===== config.mk =====
export PLATFORM = sky130hd
export DESIGN_NAME = icache_dm
export DESIGN_NICKNAME = d
export VERILOG_FILES = /design/src/rtl/icache_dm.sv
export SDC_FILE = /design/constraint.sdc
export NUM_CORES = 1
export LEC_CHECK = 0
export ABC_AREA = 1
export CELL_PAD_IN_SITES_DETAIL_PLACEMENT = 1
export CELL_PAD_IN_SITES_GLOBAL_PLACEMENT = 2
export CORE_ASPECT_RATIO = 0.9
export CORE_MARGIN = 5
export CORE_UTILIZATION = 44
export CTS_BUF_LIST = sky130_fd_sc_hd__clkbuf_4 sky130_fd_sc_hd__clkbuf_8 sky130_fd_sc_hd__clkbuf_16
export CTS_CLUSTER_DIAMETER = 60
export DETAILED_ROUTE_END_ITERATION = 6
export PLACE_DENSITY = 0.88
export SLEW_MARGIN = 40
export SYNTH_ARGS = -nofsm -noshare
export SYNTH_HDL_FRONTEND = slang
export SYNTH_SLANG_ARGS = --single-unit

===== constraint.sdc =====
create_clock -name clk -period 22.1 [get_ports clk]
set_input_delay 2.21 -clock clk [delete_from_list [all_inputs] [get_ports clk]]
set_output_delay 2.21 -clock clk [all_outputs]
set_load 0.03 [all_outputs]

===== src/rtl/icache_dm.sv =====
// Direct-mapped, read-only instruction cache: combinational hit path,
// single-line refill from instruction memory on a miss.
module icache_dm #(
    parameter int NUM_BLOCKS = 8
) (
    input  logic         clk,
    input  logic         rst,
    input  logic         proc_read,
    input  logic         proc_write,
    input  logic [29:0]  proc_addr,
    input  logic [31:0]  proc_wdata,
    output logic         proc_stall,
    output logic [31:0]  proc_rdata,
    output logic         mem_read,
    output logic         mem_write,
    output logic [27:0]  mem_addr,
    output logic [127:0] mem_wdata,
    input  logic [127:0] mem_rdata,
    input  logic         mem_ready
);

    localparam int INDEX_W = $clog2(NUM_BLOCKS);
    localparam int TAG_W   = 28 - INDEX_W;

    typedef enum logic {
        IDLE  = 1'b0,
        ALLOC = 1'b1
    } state_t;

    state_t state_q, state_d;

    logic [NUM_BLOCKS-1:0] valid_q;
    logic [TAG_W-1:0]      tag_q  [NUM_BLOCKS];
    logic [127:0]          data_q [NUM_BLOCKS];

    logic [INDEX_W-1:0] idx;
    logic [INDEX_W-1:0] fill_idx;
    logic [TAG_W-1:0]   req_tag;
    logic               hit;
    logic               fill;
    logic               unused_inputs;

    assign idx      = proc_addr[2 +: INDEX_W];
    assign req_tag  = proc_addr[29:2+INDEX_W];
    // mem_addr doubles as the latched miss address for the whole refill.
    assign fill_idx = mem_addr[INDEX_W-1:0];
    assign hit      = proc_read & valid_q[idx] & (tag_q[idx] == req_tag);

    assign proc_rdata    = data_q[idx][32*proc_addr[1:0] +: 32];
    assign mem_write     = 1'b0;
    assign mem_wdata     = '0;
    assign unused_inputs = ^{proc_write, proc_wdata};

    always_comb begin
        state_d    = state_q;
        proc_stall = 1'b0;
        fill       = 1'b0;
        case (state_q)
            IDLE: begin
                if (proc_read && !hit) begin
                    proc_stall = 1'b1;
                    state_d    = ALLOC;
                end
            end
            ALLOC: begin
                proc_stall = 1'b1;
                if (mem_ready) begin
                    fill    = 1'b1;
                    state_d = IDLE;
                end
            end
            default: state_d = IDLE;
        endcase
    end

    always_ff @(posedge clk or posedge rst) begin
        if (rst) begin
            state_q  <= IDLE;
            mem_read <= 1'b0;
            mem_addr <= '0;
            valid_q  <= '0;
        end else begin
            state_q <= state_d;
            if (state_q == IDLE && state_d == ALLOC) begin
                mem_read <= 1'b1;
                mem_addr <= proc_addr[29:2];
            end
            if (fill) begin
                mem_read          <= 1'b0;
                valid_q[fill_idx] <= 1'b1;
            end
        end
    end

    // Line payload and tags need no reset; valid_q alone gates their use.
    always_ff @(posedge clk) begin
        if (fill) begin
            data_q[fill_idx] <= mem_rdata;
            tag_q[fill_idx]  <= mem_addr[27:INDEX_W];
        end
    end

endmodule


Word-level counts from Yosys, hierarchy flattened
Memory sizes are Yosys's and may differ from the RTL's.
Cells that the tools add are included.
{ "totals": {"register_bits": 38, "latch_bits": 0, "ramBits": 1224, "rom_bits": 0, "inputBits": 195, "output_inout_bits": 191, "wordCells": 34, "n_memories": 2} }
{ "mem_list": {"columns": ["memory", "depth", "word_bits", "rd", "rd_clocked_by_memory_dff", "write_ports", "line", "source"], "rows": [
  ["data_q", 8, 128, 1, 0, 1, "34", "logic [127:0] data_q [NUM_BLOCKS];"],
  ["tag_q", 8, 25, 1, 0, 1, "33", "logic [TAG_W-1:0] tag_q [NUM_BLOCKS];"]
]} }
{ "op_classes": {"n_addsub": 0, "mul": 0, "div": 0, "magnitude_cmp": 3, "eq_ne": 1, "shift": 1, "n_mux": 14, "n_bitwise": 4, "n_reduce_logical": 5} }
{ "ops": {"columns": ["cell", "n"], "rows": [
  ["variable part select 128 x 8 -> 32 bit", 1],
  ["== test 25 bit", 1],
  ["two-way mux 1 bit", 10],
  ["< comparator 3 x 4 -> 1 bit (second input constant)", 2],
  ["bitwise OR 8 bit", 1],
  ["one-hot mux 1 bit (2 select lines)", 2],
  ["binary-select mux 1 bit (select 3 bit)", 1],
  ["demux 1 bit (select 3 bit)", 1],
  [">= comparator 3 x 1 -> 1 bit (second input constant)", 1],
  ["logical AND 1 bit", 3],
  ["bitwise AND 1 bit", 2],
  ["nonzero test 2 bit", 1],
  ["logical NOT 1 bit", 1],
  ["inverter 1 bit", 1]
]} }

Longest topological paths before layout
{ "depth": {"word_depth": 11, "depth_mapped": 19, "depth_no_buf": 16} }

Worst setup path before layout
Ideal clock, no wire load.
{ "synth_timing": {"path_type": "input -> register", "startpoint": "input port mem_ready", "endpoint": "memory data_q[0][0], enable pin", "setup_ns": 0.668, "arrival_ns": 9.038, "required_ns": 21.432, "path_slack_ns": 12.394, "stages": 4, "path_buffers": 1, "path_cell_list": "nand2_1 -> or2_2 -> clkbuf_1 -> nor2_1"} }
{ "synth_via": {"elab_chain_len": 4} }
{ "synth_lines": {"columns": ["item", "line", "source"], "rows": [
  ["start: declaration", "19", "input logic mem_ready"],
  ["two-way mux 1 bit", "67", "if (mem_ready) begin"],
  ["two-way mux 1 bit", "58", "case (state_q)"],
  ["two-way mux 1 bit", "97", "if (fill) begin"],
  ["two-way mux 1 bit (not written as such)", "98", "data_q[fill_idx] <= mem_rdata;"],
  ["end: declaration", "34", null]
]} }
No other way between the ends.

Worst setup path in the final report
{ "layout_timing": {"startpoint": "input port proc_addr[2]", "endpoint": "output port proc_rdata[22]"} }
{ "layout_via": {"elab_chain_len": 2} }
{ "layout_lines": {"columns": ["item", "line", "source"], "rows": [
  ["start: declaration", "10", "input logic [29:0] proc_addr,"],
  ["memory read (8 x 128 bit)", null, null],
  ["variable part select 128 x 8 -> 32 bit", "49", "assign proc_rdata = data_q[idx][32*proc_addr[1:0] +: 32];"],
  ["end: declaration", "13", "output logic [31:0] proc_rdata,"]
]} }
No other way between the ends.

==> key figures <==
Pwr
  – VDD IR max: 76.7 µV
  – Static leakage: 0.0195 µW
  – Total power per unit cell area: 93.8 nW/µm²

STA
  – Worst-margin pin slew: between 900 and 1000 ps
  – Endpoints failing setup: 0
  – Setup Skew: 30.6 ps
  – Final Hold Viols: 0
  – Final hold slack: 469 ps
  – Tmin final: ~9100 ps
  – Setup TNS: 0 ps
  – RSZ-0062 raised after global routing: false
  – Max_slew headroom: about 39%
  – Final Cycle Share: 41.2%
  – Fmax: about 110 MHz
  – Max-slew violations: 0

Layout
  – Commonest non-fill, non-tap cell in the layout: edfxtp_1
  – Most frequent cells in the layout: edfxtp_1, nor2_1, o21ai_0, nand2_1, clkdlybuf4s50_1
  – Layout cell share with drive strength beyond 1: under 10%
  – Area growth syn-to-layout: 14.7%
  – Fin nets: 4,235

Place
  – Port Buffers: 223
  – DP HPWL: 82.9 mm
  – Global placer's final weighted congestion: 0.738

Worst setup path
  – CP endpoint kind: output port
  – CP Max Fanout: 143
  – Startpoint types: input pin
  – Crit Path Class: input pin to output port
  – Crit path DAT: 6900 ps
  – Worst flop-to-flop path startpoint: mem_addr[0]
  – Worst Setup SP: proc_addr[2]
  – CP Data Required Time: 19,890 ps

Global routing
  – Grt ovf: 0
  – Vias in the first global route: 34,400
  – Global-route wire length before repair: 222 mm
  – Initial antenna violation count: 40
  – GRT Util Overall: 24.3%
  – Largest net degree at the start of global routing: about 190

Clock tree
  – CTS H-Tree Depth: 4
  – Maximum root-to-sink buffer count: 3
  – Worst-Skew Late Latency: 760 ps
  – Root buffer cell: clkbuf_16
  – Cts hold-fix bufs: 0
  – CTS resizes: 0
  – CTS Sinks: 1,262
  – CTS tree: yes
  – # Post-CTS Setup Buffers: 0
  – TritonCTS Buffers: 133
  – CTS clk-pin slew, worst paths: 60 ps

Detailed routing
  – Routed WL per cell: approximately 27 µm
  – DRT antenna net count: 0
  – Detailed-router iteration count before antenna repair: 5
  – Avg Vias per Cell: 5.85
  – Iter 0 DRT Violations: 2,795
  – DR vias: 33,100
  – Drt total wl: ~150 mm
  – Number of remaining DRC errors: 0

Yosys
  – Synth Area per Inst: 13.0 µm²
  – Syn Inst Count: between 3,000 and 4,000
  – Seq/Total Area, Yosys: 74.4%
  – #FFs+latches synth: 1,262
  – Ys Warns: 0
  – Synth cell types: 24
  – Synthesized area: 50,700 µm²

Job
  – Max-cap violations: 0

Floorplan
  – Core Box Area: approximately 110,000 µm²
  – Starting Density: 44.2%
  – Die span in y: 332 µm
  – Die W: 368 µm
  – Placement Rows: 118
  – Top Ports: 386
  – Die area: about 120,000 µm²

Status
  – Status: complete, no violations

Worst hold path
  – HP Start: valid_q[5]
  – Worst min path class: register to register
==> final timing paths <==
path,end,slack (ps),depth (start not counted)
max in group asynchronous,mem_addr[2],19730,3
setup / recovery,proc_rdata[22],12990,11
hold reg to reg,valid_q[5],470,1
setup reg to reg,data_q[6][71],18170,5
hold / removal,valid_q[5],470,1
min in group asynchronous,mem_addr[4],1920,3
==> stage by stage <==
stage	total power [µW]	worst slack [ps]	util [%]	std cells	cell area (µm²)
2_1_floorplan	3120	12390	-	4028	51200
3_3_place_gp	3300	12630	46.8	5400	53700
3_5_place_dp	3320	13130	46.9	5404	53800
4_1_cts	5490	12920	50.6	5640	58100
5_1_grt	5650	12830	50.7	5651	58100
6_report	5450	12990	50.7	5659	58200
==> worst max-delay path, stage by stage <==
cell and delay [ps]:
buf_8 260, clkinv_8 530, buf_6 660, buf_6 690, o21ai_0 230, o22ai_1 210
o21ai_0 100, o21ai_0 620, nor2_1 150, a31oi_1 290, clkdlybuf4s50_1 740
==> routing by layer <==
layer	vias to the layer above	GRT usage (%)	wire (µm)
li1	14500	-	-
met1	17100	31.4	61300
met2	1262	39.2	72700
met3	253	6.29	12300
met4	26	9.92	5060
met5	-	0	164
==> sequential cells by signal, indices dropped and copies added (netlist names) <==
signal,flops
mem_addr,28
data_q,1024
state_q,1
tag_q,200
mem_read,1
valid_q,8
==> Yosys cell counts, drive strengths merged <==
library cell / count / share of area (%)
edfxtp: 1224 / 72
o221ai: 202 / 3.5
o22ai: 54 / 0.67
a21oi: 5 / 0.049
dfrtp: 38 / 1.9
nand3: 174 / 1.7
inv: 116 / 0.86
a31oi: 32 / 0.39
conb: 1 / 0.0074
clkinv: 1 / 0.0074
nand3b: 16 / 0.24
a32oi: 28 / 0.48
or2: 5 / 0.062
clkbuf: 193 / 1.4
buf: 207 / 2.8
nand2: 315 / 2.3
o21ai: 588 / 5.8
nand4: 28 / 0.35
nor2: 673 / 5.0
==> area by class of cell <==
class	instances	area (µm²)
clock inverter	66	546
timing repair buffer	277	2850
fill	11400	56500
multi-input combinational	2249	11000
antenna	18	45.0
clock buffer	170	3690
tap	1500	1880
inverter	117	472
sequential	1262	37700
==> power breakdown <==
group          internal [µW]  switching (µW)  total [µW]
clock network           1250             923        2180
logic                    132             356         488
registers               2740            48.8        2790
==> cells by family (layout without fill, tap and decap cells) <==
family | after synthesis | in the layout | synth area share, %
AO/OA/AOI/OAI | 909 | 909 | 10.9
buffers and inverters | 517 | 630 | 5.06
flip-flops | 1262 | 1262 | 74.4
other | 1 | 147 | 0.00740
AND/OR/NAND/NOR | 1211 | 1211 | 9.68
No activity file was read; power rests on OpenSTA's default activity.
